**config.mk**
```make
export PLATFORM = sky130hd
export DESIGN_NAME = ysyx_24080014_axi_arbiter
export DESIGN_NICKNAME = d
export VERILOG_FILES = /design/src/rtl/ysyx_24080014_axi_pkg.sv /design/src/rtl/ysyx_24080014_arb_pick.sv /design/src/rtl/ysyx_24080014_axi_arbiter.sv
export SDC_FILE = /design/constraint.sdc
export NUM_CORES = 1
export LEC_CHECK = 0
export ABC_CLOCK_PERIOD_IN_PS = 1600
export CAP_MARGIN = 10
export CORE_AREA = 5 5 138 140
export CTS_CLUSTER_SIZE = 16
export DETAILED_ROUTE_END_ITERATION = 7
export DIE_AREA = 0 0 143 145
export GPL_ROUTABILITY_DRIVEN = 0
export PLACE_DENSITY = 0.57
export REMOVE_ABC_BUFFERS = 1
export SLEW_MARGIN = 20
export SYNTH_ARGS = -nofsm -noshare
export SYNTH_HDL_FRONTEND = slang
export SYNTH_HIERARCHICAL = 1
export SYNTH_SLANG_ARGS = --single-unit
```
**constraint.sdc**
```tcl
create_clock -name clk -period 1.6 [get_ports clk]
set_clock_uncertainty 0.05 [all_clocks]
set_input_delay 0.16 -clock clk [delete_from_list [all_inputs] [get_ports clk]]
set_output_delay 0.16 -clock clk [all_outputs]
set_load 0.02 [all_outputs]
```
**src/rtl/ysyx_24080014_axi_pkg.sv**
```systemverilog
`default_nettype none
// ============================================================================
//  Module      : ysyx_24080014_axi_pkg
//  Description : Shared definitions for the IFU/LSU AXI4-lite arbiter:
//                FSM state encoding, owner IDs and AXI response codes.
//  Revision    : 1.0 - initial release
// ============================================================================
package ysyx_24080014_axi_pkg;

    // One whole transaction is owned per non-IDLE state
    typedef enum logic [1:0] {
        IDLE   = 2'd0,
        IFU_RD = 2'd1,
        LSU_RD = 2'd2,
        LSU_WR = 2'd3
    } arb_state_e;

    // Owner IDs; also used as the round-robin pointer value
    localparam logic OWN_IFU = 1'b0;
    localparam logic OWN_LSU = 1'b1;

    // AXI response codes
    localparam logic [1:0] RESP_OKAY   = 2'b00;
    localparam logic [1:0] RESP_SLVERR = 2'b10;

endpackage
`default_nettype wire

```
**src/rtl/ysyx_24080014_arb_pick.sv**
```systemverilog
`default_nettype none
// ============================================================================
//  Module      : ysyx_24080014_arb_pick
//  Description : Combinational two-way read picker. grant[0] = IFU,
//                grant[1] = LSU, one-hot or zero.
//                ARB_RR_EN defined  : on a tie the master that is not the
//                                     last owner (ptr) wins.
//                ARB_RR_EN undefined: on a tie LSU wins; no ptr port.
//  Revision    : 1.0 - initial release
// ============================================================================
module ysyx_24080014_arb_pick
    import ysyx_24080014_axi_pkg::*;
(
    input  logic       req_ifu,
    input  logic       req_lsu,
`ifdef ARB_RR_EN
    input  logic       ptr,
`endif
    output logic [1:0] grant
);

    // Tie-break rule, then single-request pass-through
    always_comb begin
        grant = 2'b00;
        if (req_ifu && req_lsu) begin
`ifdef ARB_RR_EN
            grant = (ptr == OWN_IFU) ? 2'b10 : 2'b01;
`else
            grant = 2'b10;
`endif
        end else if (req_lsu) begin
            grant = 2'b10;
        end else if (req_ifu) begin
            grant = 2'b01;
        end
    end

endmodule
`default_nettype wire

```
**src/rtl/ysyx_24080014_axi_arbiter.sv**
```systemverilog
`default_nettype none
// ============================================================================
//  Module      : ysyx_24080014_axi_arbiter
//  Description : Two-master AXI4-lite arbiter (IFU read-only, LSU read/write)
//                onto one downstream AXI4-lite port. One whole transaction is
//                granted at a time; writes beat reads. Optional macro
//                ARB_RR_EN selects round-robin between reads, otherwise LSU
//                reads have fixed priority over IFU reads.
//  Revision    : 1.0 - initial release
// ============================================================================
module ysyx_24080014_axi_arbiter
    import ysyx_24080014_axi_pkg::*;
#(
    parameter int ADDR_W = 32,
    parameter int DATA_W = 32
) (
    input  logic                  clk,
    input  logic                  rst,
    // IFU read
    input  logic                  ifu_arvalid,
    output logic                  ifu_arready,
    input  logic [ADDR_W-1:0]     ifu_araddr,
    output logic                  ifu_rvalid,
    input  logic                  ifu_rready,
    output logic [DATA_W-1:0]     ifu_rdata,
    output logic [1:0]            ifu_rresp,
    // LSU read
    input  logic                  lsu_arvalid,
    output logic                  lsu_arready,
    input  logic [ADDR_W-1:0]     lsu_araddr,
    output logic                  lsu_rvalid,
    input  logic                  lsu_rready,
    output logic [DATA_W-1:0]     lsu_rdata,
    output logic [1:0]            lsu_rresp,
    // LSU write
    input  logic                  lsu_awvalid,
    output logic                  lsu_awready,
    input  logic [ADDR_W-1:0]     lsu_awaddr,
    input  logic                  lsu_wvalid,
    output logic                  lsu_wready,
    input  logic [DATA_W-1:0]     lsu_wdata,
    input  logic [DATA_W/8-1:0]   lsu_wstrb,
    output logic                  lsu_bvalid,
    input  logic                  lsu_bready,
    output logic [1:0]            lsu_bresp,
    // Downstream master port
    output logic                  m_arvalid,
    input  logic                  m_arready,
    output logic [ADDR_W-1:0]     m_araddr,
    input  logic                  m_rvalid,
    output logic                  m_rready,
    input  logic [DATA_W-1:0]     m_rdata,
    input  logic [1:0]            m_rresp,
    output logic                  m_awvalid,
    input  logic                  m_awready,
    output logic [ADDR_W-1:0]     m_awaddr,
    output logic                  m_wvalid,
    input  logic                  m_wready,
    output logic [DATA_W-1:0]     m_wdata,
    output logic [DATA_W/8-1:0]   m_wstrb,
    input  logic                  m_bvalid,
    output logic                  m_bready,
    input  logic [1:0]            m_bresp
);

    arb_state_e state, state_next;
    logic       owner;
    logic       ar_done, aw_done, w_done;
    logic [1:0] grant;
    logic       rd_active;

`ifdef ARB_RR_EN
    logic ptr;

    ysyx_24080014_arb_pick u_pick (
        .req_ifu (ifu_arvalid),
        .req_lsu (lsu_arvalid),
        .ptr     (ptr),
        .grant   (grant)
    );

    // Pointer remembers the last read owner; writes leave it alone
    always_ff @(posedge clk) begin
        if (rst) begin
            ptr <= OWN_IFU;
        end else if (state == IDLE && !lsu_awvalid && grant != 2'b00) begin
            ptr <= grant[1] ? OWN_LSU : OWN_IFU;
        end
    end
`else
    ysyx_24080014_arb_pick u_pick (
        .req_ifu (ifu_arvalid),
        .req_lsu (lsu_arvalid),
        .grant   (grant)
    );
`endif

    // State and owner registers; owner is latched with each grant
    always_ff @(posedge clk) begin
        if (rst) begin
            state <= IDLE;
            owner <= OWN_IFU;
        end else begin
            state <= state_next;
            if (state == IDLE) begin
                if (lsu_awvalid || grant[1]) owner <= OWN_LSU;
                else if (grant[0])           owner <= OWN_IFU;
            end
        end
    end

    // Next-state: writes first, then the picker's read choice
    always_comb begin
        state_next = state;
        unique case (state)
            IDLE: begin
                if (lsu_awvalid)   state_next = LSU_WR;
                else if (grant[1]) state_next = LSU_RD;
                else if (grant[0]) state_next = IFU_RD;
            end
            IFU_RD, LSU_RD: if (m_rvalid && m_rready) state_next = IDLE;
            LSU_WR:         if (m_bvalid && m_bready) state_next = IDLE;
            default:        state_next = IDLE;
        endcase
    end

    // Address/data handshake flags; cleared in every IDLE cycle
    always_ff @(posedge clk) begin
        if (rst || state == IDLE) begin
            ar_done <= 1'b0;
            aw_done <= 1'b0;
            w_done  <= 1'b0;
        end else begin
            if (m_arvalid && m_arready) ar_done <= 1'b1;
            if (m_awvalid && m_awready) aw_done <= 1'b1;
            if (m_wvalid  && m_wready)  w_done  <= 1'b1;
        end
    end

    assign rd_active = (state == IFU_RD) || (state == LSU_RD);

    // Forwarding from the registered owner; everything else held at 0
    always_comb begin
        m_arvalid   = 1'b0;
        m_araddr    = '0;
        m_rready    = 1'b0;
        m_awvalid   = 1'b0;
        m_awaddr    = '0;
        m_wvalid    = 1'b0;
        m_wdata     = '0;
        m_wstrb     = '0;
        m_bready    = 1'b0;
        ifu_arready = 1'b0;
        ifu_rvalid  = 1'b0;
        ifu_rdata   = '0;
        ifu_rresp   = '0;
        lsu_arready = 1'b0;
        lsu_rvalid  = 1'b0;
        lsu_rdata   = '0;
        lsu_rresp   = '0;
        lsu_awready = 1'b0;
        lsu_wready  = 1'b0;
        lsu_bvalid  = 1'b0;
        lsu_bresp   = '0;
        if (rd_active && owner == OWN_IFU) begin
            m_arvalid   = ifu_arvalid & ~ar_done;
            m_araddr    = ifu_araddr;
            ifu_arready = m_arready & ~ar_done;
            m_rready    = ifu_rready;
            ifu_rvalid  = m_rvalid;
            ifu_rdata   = m_rdata;
            ifu_rresp   = m_rresp;
        end else if (rd_active) begin
            m_arvalid   = lsu_arvalid & ~ar_done;
            m_araddr    = lsu_araddr;
            lsu_arready = m_arready & ~ar_done;
            m_rready    = lsu_rready;
            lsu_rvalid  = m_rvalid;
            lsu_rdata   = m_rdata;
            lsu_rresp   = m_rresp;
        end else if (state == LSU_WR) begin
            m_awvalid   = lsu_awvalid & ~aw_done;
            m_awaddr    = lsu_awaddr;
            lsu_awready = m_awready & ~aw_done;
            m_wvalid    = lsu_wvalid & ~w_done;
            m_wdata     = lsu_wdata;
            m_wstrb     = lsu_wstrb;
            lsu_wready  = m_wready & ~w_done;
            m_bready    = lsu_bready;
            lsu_bvalid  = m_bvalid;
            lsu_bresp   = m_bresp;
        end
    end

endmodule
`default_nettype wire

```
* After elaboration in Yosys (flattened, before gate mapping)
Cells that the tools add are included.
Word-level totals: logic and storage cells 96, bits of input ports 182, output and inout bits 182, register bits after elaboration 6
Cells by class: muxes and demuxes 59, eq/ne operators 6, reduce and logical (&&, ||, !) cells 15, bitwise logic cells 11
Operators with widths (number):
- two-way mux 32 bit | 11
- two-way mux 1 bit | 31
- two-way mux 2 bit | 13
- two-way mux 4 bit | 3
- bitwise AND 1 bit | 7
- logical AND 1 bit | 7
- one-hot mux 2 bit (3 select lines) | 1
- == test 2 bit, second input constant | 2
- != test 2 bit, second input constant | 2
- != test 4 bit, second input constant | 1
- inverter 1 bit | 4
- logical OR 1 bit | 3
- AND reduction 3 bit | 1
- == test 2 x 1 -> 1 bit, second input constant | 1
- logical NOT 2 bit | 1
- AND reduction 2 bit | 1
- nonzero test 2 bit | 1
- OR reduction 2 bit | 1

* Longest topological paths before layout
Gate-level depths: netlist (run 1).
depth after elaboration 7, depth in mapped cells 6, depth with buffers taken out 5

* Hierarchy
The synthesis (run 1) kept the hierarchy.
By module, submodules not included:
- ysyx_24080014_axi_arbiter | area each 1930.6 um2, cells each 282, times used 1, seq. area each 120.1 um2
- ysyx_24080014_arb_pick | area each 10.0 um2, cells each 2, times used 1, seq. area each 0.0 um2

* Least setup slack after synthesis (run 1)
No wires, ideal clock.
path type reg2out, start point register state[0], end point output ifu_rdata[0], required time 1.390 ns, stages on the path, launching flop included 7, arrival 1.593 ns, path buffers 2, setup slack -0.203 ns, cells stage by stage dfxtp_1 inv_1 ha_1 buf_4 nor2b_1 clkbuf_1 and2_1
Between the ends: cells in the longest elaborated chain, start to end 4, elaborated cells on any way between the ends 5, those cells by class eq/ne: 2; mux: 1; reduce/logical: 2
RTL lines:
- start, declared | RTL line ysyx_24080014_axi_arbiter.sv:66 | arb_state_e state, state_next;
- start signal, assigned | RTL line ysyx_24080014_axi_arbiter.sv:104 | state <= state_next;
- == test 2 x 1 -> 1 bit or == test 2 bit (tied branches) | RTL line ysyx_24080014_axi_arbiter.sv:140 | assign rd_active = (state == IFU_RD) || (state == LSU_RD);
- logical OR 1 bit * | RTL line ysyx_24080014_axi_arbiter.sv:140
- logical AND 1 bit * | RTL line ysyx_24080014_axi_arbiter.sv:165 | if (rd_active && owner == OWN_IFU) begin
- two-way mux 32 bit * | RTL line ysyx_24080014_axi_arbiter.sv:165
- end, declared | RTL line ysyx_24080014_axi_arbiter.sv:25 | output logic [DATA_W-1:0] ifu_rdata,
Mark *: on every way between the ends. The rest lies on a longest branch, timed or not.

* Worst setup path in the final report (run 1)
start point register state[0], end point output m_wdata[29]
Between the ends: cells in the longest elaborated chain, start to end 4, elaborated cells on any way between the ends 8, those cells by class eq/ne: 3; mux: 3; reduce/logical: 2
RTL lines:
- == test 2 bit, or another cell as far along | RTL line ysyx_24080014_axi_arbiter.sv:181 | end else if (state == LSU_WR) begin
- two-way mux 32 bit or logical OR 1 bit (tied branches) | RTL line ysyx_24080014_axi_arbiter.sv:181, ysyx_24080014_axi_arbiter.sv:140
- two-way mux 32 bit or logical AND 1 bit (tied branches) | RTL line ysyx_24080014_axi_arbiter.sv:173, ysyx_24080014_axi_arbiter.sv:165
- two-way mux 32 bit * | RTL line ysyx_24080014_axi_arbiter.sv:165
- end, declared | RTL line ysyx_24080014_axi_arbiter.sv:59 | output logic [DATA_W-1:0] m_wdata,
Marked as above.

==> results of run 1 <==
[cell type report]
| cell class | count | area, um^2 | area share (%) |
|---|---|---|---|
| clock buffer | 3 | 75.1 | 1.03 |
| inverter | 6 | 22.5 | 0.308 |
| multi-input combinational | 244 | 2190 | 30.0 |
| sequential | 6 | 126 | 1.73 |
| tap | 229 | 287 | 3.92 |
| timing repair buffer | 441 | 4610 | 63.1 |
[report_power, final]
part / switching [mW] / total [mW] / leakage (nW) / internal [mW]
Sequential: 0.0347 / 0.226 / 0.0503 / 0.191
Clock: 0.0935 / 0.415 / 0.0370 / 0.322
Combinational: 3.88 / 8.72 / 3.29 / 4.84
[critical path: cells and delay by family, from the launching register on]
kind / cells / cell delay (ns)
simple gates: 2 / 0.38
flops: 1 / 0.32
buf+inv: 4 / 0.52
fa+ha+maj: 1 / 0.27
[worst paths after layout]
kind | startpoint | to | depth (start not counted)
worst max-delay path | state[0]$_SDFFE_PP0P_ | m_wdata[29] | 7
worst min-delay path | owner$_SDFFE_PP0P_ | owner$_SDFFE_PP0P_ | 2
worst max register to register | state[0]$_SDFFE_PP0P_ | w_done$_SDFFE_PP0P_ | 8
worst min register to register | owner$_SDFFE_PP0P_ | owner$_SDFFE_PP0P_ | 2
[cells by family (layout without fill, tap and decap cells)]
kind of cell / Yosys count / after routing / synth area share (%)
fa+ha+maj: 3 / 3 / 1.93
compound gates: 11 / 11 / 4.58
simple gates: 195 / 195 / 62.0
mux: 35 / 35 / 18.1
buf+inv: 34 / 450 / 7.22
flops: 6 / 6 / 6.19
[registers in the layout (all words and copies together), names as in the netlist]
register / cells
ar_done: 1
w_done: 1
aw_done: 1
state: 2
owner: 1
[layout by cell type (no fill, tap or decap), types with 3 or more instances in the layout]
cell and n:
and2_4 61, nor2b_4 21, clkbuf_16 12, dfxtp_1 3
buf_6 122, inv_1 4, and3_4 13, buf_2 13
nor3_1 3, nor2b_1 13, mux2i_1 31, and2_1 46
buf_8 3, nor3b_2 3, nand2_1 3, clkdlybuf4s50_1 181
and3_1 21, clkbuf_2 6, buf_4 85, buf_12 19
[stage by stage]
stage | std cells | area, um^2 | hold WS, ns | util (%)
2_1_floorplan | 256 | 1820 | 0.179 | -
3_3_place_gp | 883 | 6120 | 0.491 | 34.5
3_5_place_dp | 883 | 6120 | 0.492 | 34.5
4_1_cts | 901 | 6610 | 0.514 | 37.3
5_1_grt | 929 | 7310 | 0.486 | 41.3
6_report | 929 | 7310 | 0.465 | 41.3
[what timing repair did]
item,in CTS,in global routing
resized for setup,715,433
setup buffers,10,22
pin swaps,1,45
endpoints found under the setup margin,187,186
cloned,5,13
[layer usage]
metal  wire, um  up-vias
li1           -     1766
met1       5920     1684
met2       9900      231
met3       1840       26
met4        371        4
met5         32        -
==> flow_summary.json, run 1 <==
{
  "status": "complete, but fails checks",
  "violations": "negative setup slack",
  "cts_hold_buf": 0,
  "path_clk_slew_ns": 0.03,
  "antenna_found_initial": 2,
  "grt_util_met3_pct": 4.01,
  "synth_edf_count": 0,
  "r2r_slack_ns": -0.08,
  "drv_slew": 0,
  "synth_ff_type": "dfxtp_1",
  "synth_cells": 284,
  "critPathMaxFanout": 8,
  "synthArstFlopShare_pct": 0,
  "busiest_layer": "met2",
  "clock_latency_ns": 0.23,
  "maxCapViolations": 0,
  "clock.fmax_ghz": 0.513,
  "min_period_over_period_pct": 122,
  "rows": 49,
  "synth_top_area_share_pct": 34.5,
  "fin_ws_ns": -0.350,
  "place.port_buffers": 363,
  "drt_wl_total_um": 18100,
  "die_x_um": 143,
  "peakVddDrop_v": 0.000906,
  "drt_first_pass_iters": 4,
  "synth-seq-cells": 6,
  "path_cells": "inv_2, ha_4, nor2b_4, buf_12, clkbuf_16, and2_4, buf_6",
  "design.portCount": 364,
  "use_met2_pct": 28.6,
  "grt_overflow_total": 0,
  "synth_cell_types": 25,
  "slew_headroom_pct": 77.7,
  "nFillCells": 1733,
  "drc_errors": 0,
  "finalNetCount": 887,
  "drive_above_1_share_pct": 54.9,
  "synth_area_per_cell_um2": 6.83,
  "cp.required_ns": 1.39,
  "die-area_um2": 20700,
  "crit_type": "flop to output port",
  "syn_to_final_growth_pct": 277,
  "rsz0062_at_grt": "true",
  "synthesis.area_um2": 1940,
  "p_leak_nw": 3.38,
  "tns_ns": -38.83,
  "fin_crit_ns": 1.95,
  "die_y_um": 145,
  "pre_cts_slack_ns": -0.628,
  "hp-class": "flop to flop",
  "cts.sinks": 6,
  "num_antenna_cells": 0,
  "antenna_left": 0,
  "htreeDepth": 1,
  "seq_area_frac_synth_pct": 6.19,
  "tightest_slew_ns": 0.325,
  "avgRoutedWirePerCell_um": 19.4,
  "critical-path-max-stage-delay_ns": 0.32,
  "start_util_pct": 11.0,
  "worst_ep_arrival_time_ns": 1.74,
  "synth_area_leaders": "and2_1, mux2i_1, nor2b_1",
  "ys_warn_count": 6,
  "cts_tree": "built",
  "hpwlAfterDp_um": 13200,
  "finalHoldViolations": 0,
  "synth.most_common_cell": "and2_1",
  "clockRootBuffer": "clkbuf_16",
  "end_kind": "output port",
  "cts_buffers": 3,
  "p_per_area_nw_per_um2": 1280,
  "setup_viol": 186,
  "track_usage_pct": 14.0,
  "slowest_stage": "dfxtp_2",
  "cp-start-kind": "flop",
  "coreArea_um2": 17700,
  "viasPerCell": 3.99,
  "grt.met1_usage_pct": 13.6,
  "grt_pass1_vias": 3857,
  "power_mw": 9.36,
  "synthTopCellsByCount": "and2_1, nor2b_1, and3_1, mux2i_1, clkbuf_1",
  "first_iter_violations": 67,
  "vias": 3711,
  "grt_pass1_wl_um": 22800,
  "clock_path_buffers": 2,
  "synth_top_cell_by_area": "and2_1",
  "grt_max_degree": 38
}
Note: power is estimated with default switching activity, not from simulation.
==> inputs of run 2 (changes only) <==
--- a/config.mk
+++ b/config.mk
@@ -8,6 +8,7 @@
 export ABC_CLOCK_PERIOD_IN_PS = 1600
 export CAP_MARGIN = 10
 export CORE_AREA = 5 5 138 140
+export CTS_CLUSTER_DIAMETER = 150
 export CTS_CLUSTER_SIZE = 16
 export DETAILED_ROUTE_END_ITERATION = 7
 export DIE_AREA = 0 0 143 145
==> results of run 2 <==
Same layout as run 1: the final DEF is identical, and so are final timing and power.
==> inputs of run 3 (changes only) <==
--- a/config.mk
+++ b/config.mk
@@ -5,7 +5,6 @@
 export SDC_FILE = /design/constraint.sdc
 export NUM_CORES = 1
 export LEC_CHECK = 0
-export ABC_CLOCK_PERIOD_IN_PS = 1600
 export CAP_MARGIN = 10
 export CORE_AREA = 5 5 138 140
 export CTS_CLUSTER_DIAMETER = 150
==> results of run 3 <==
Same layout as run 1: the final DEF is identical, and so are final timing and power.
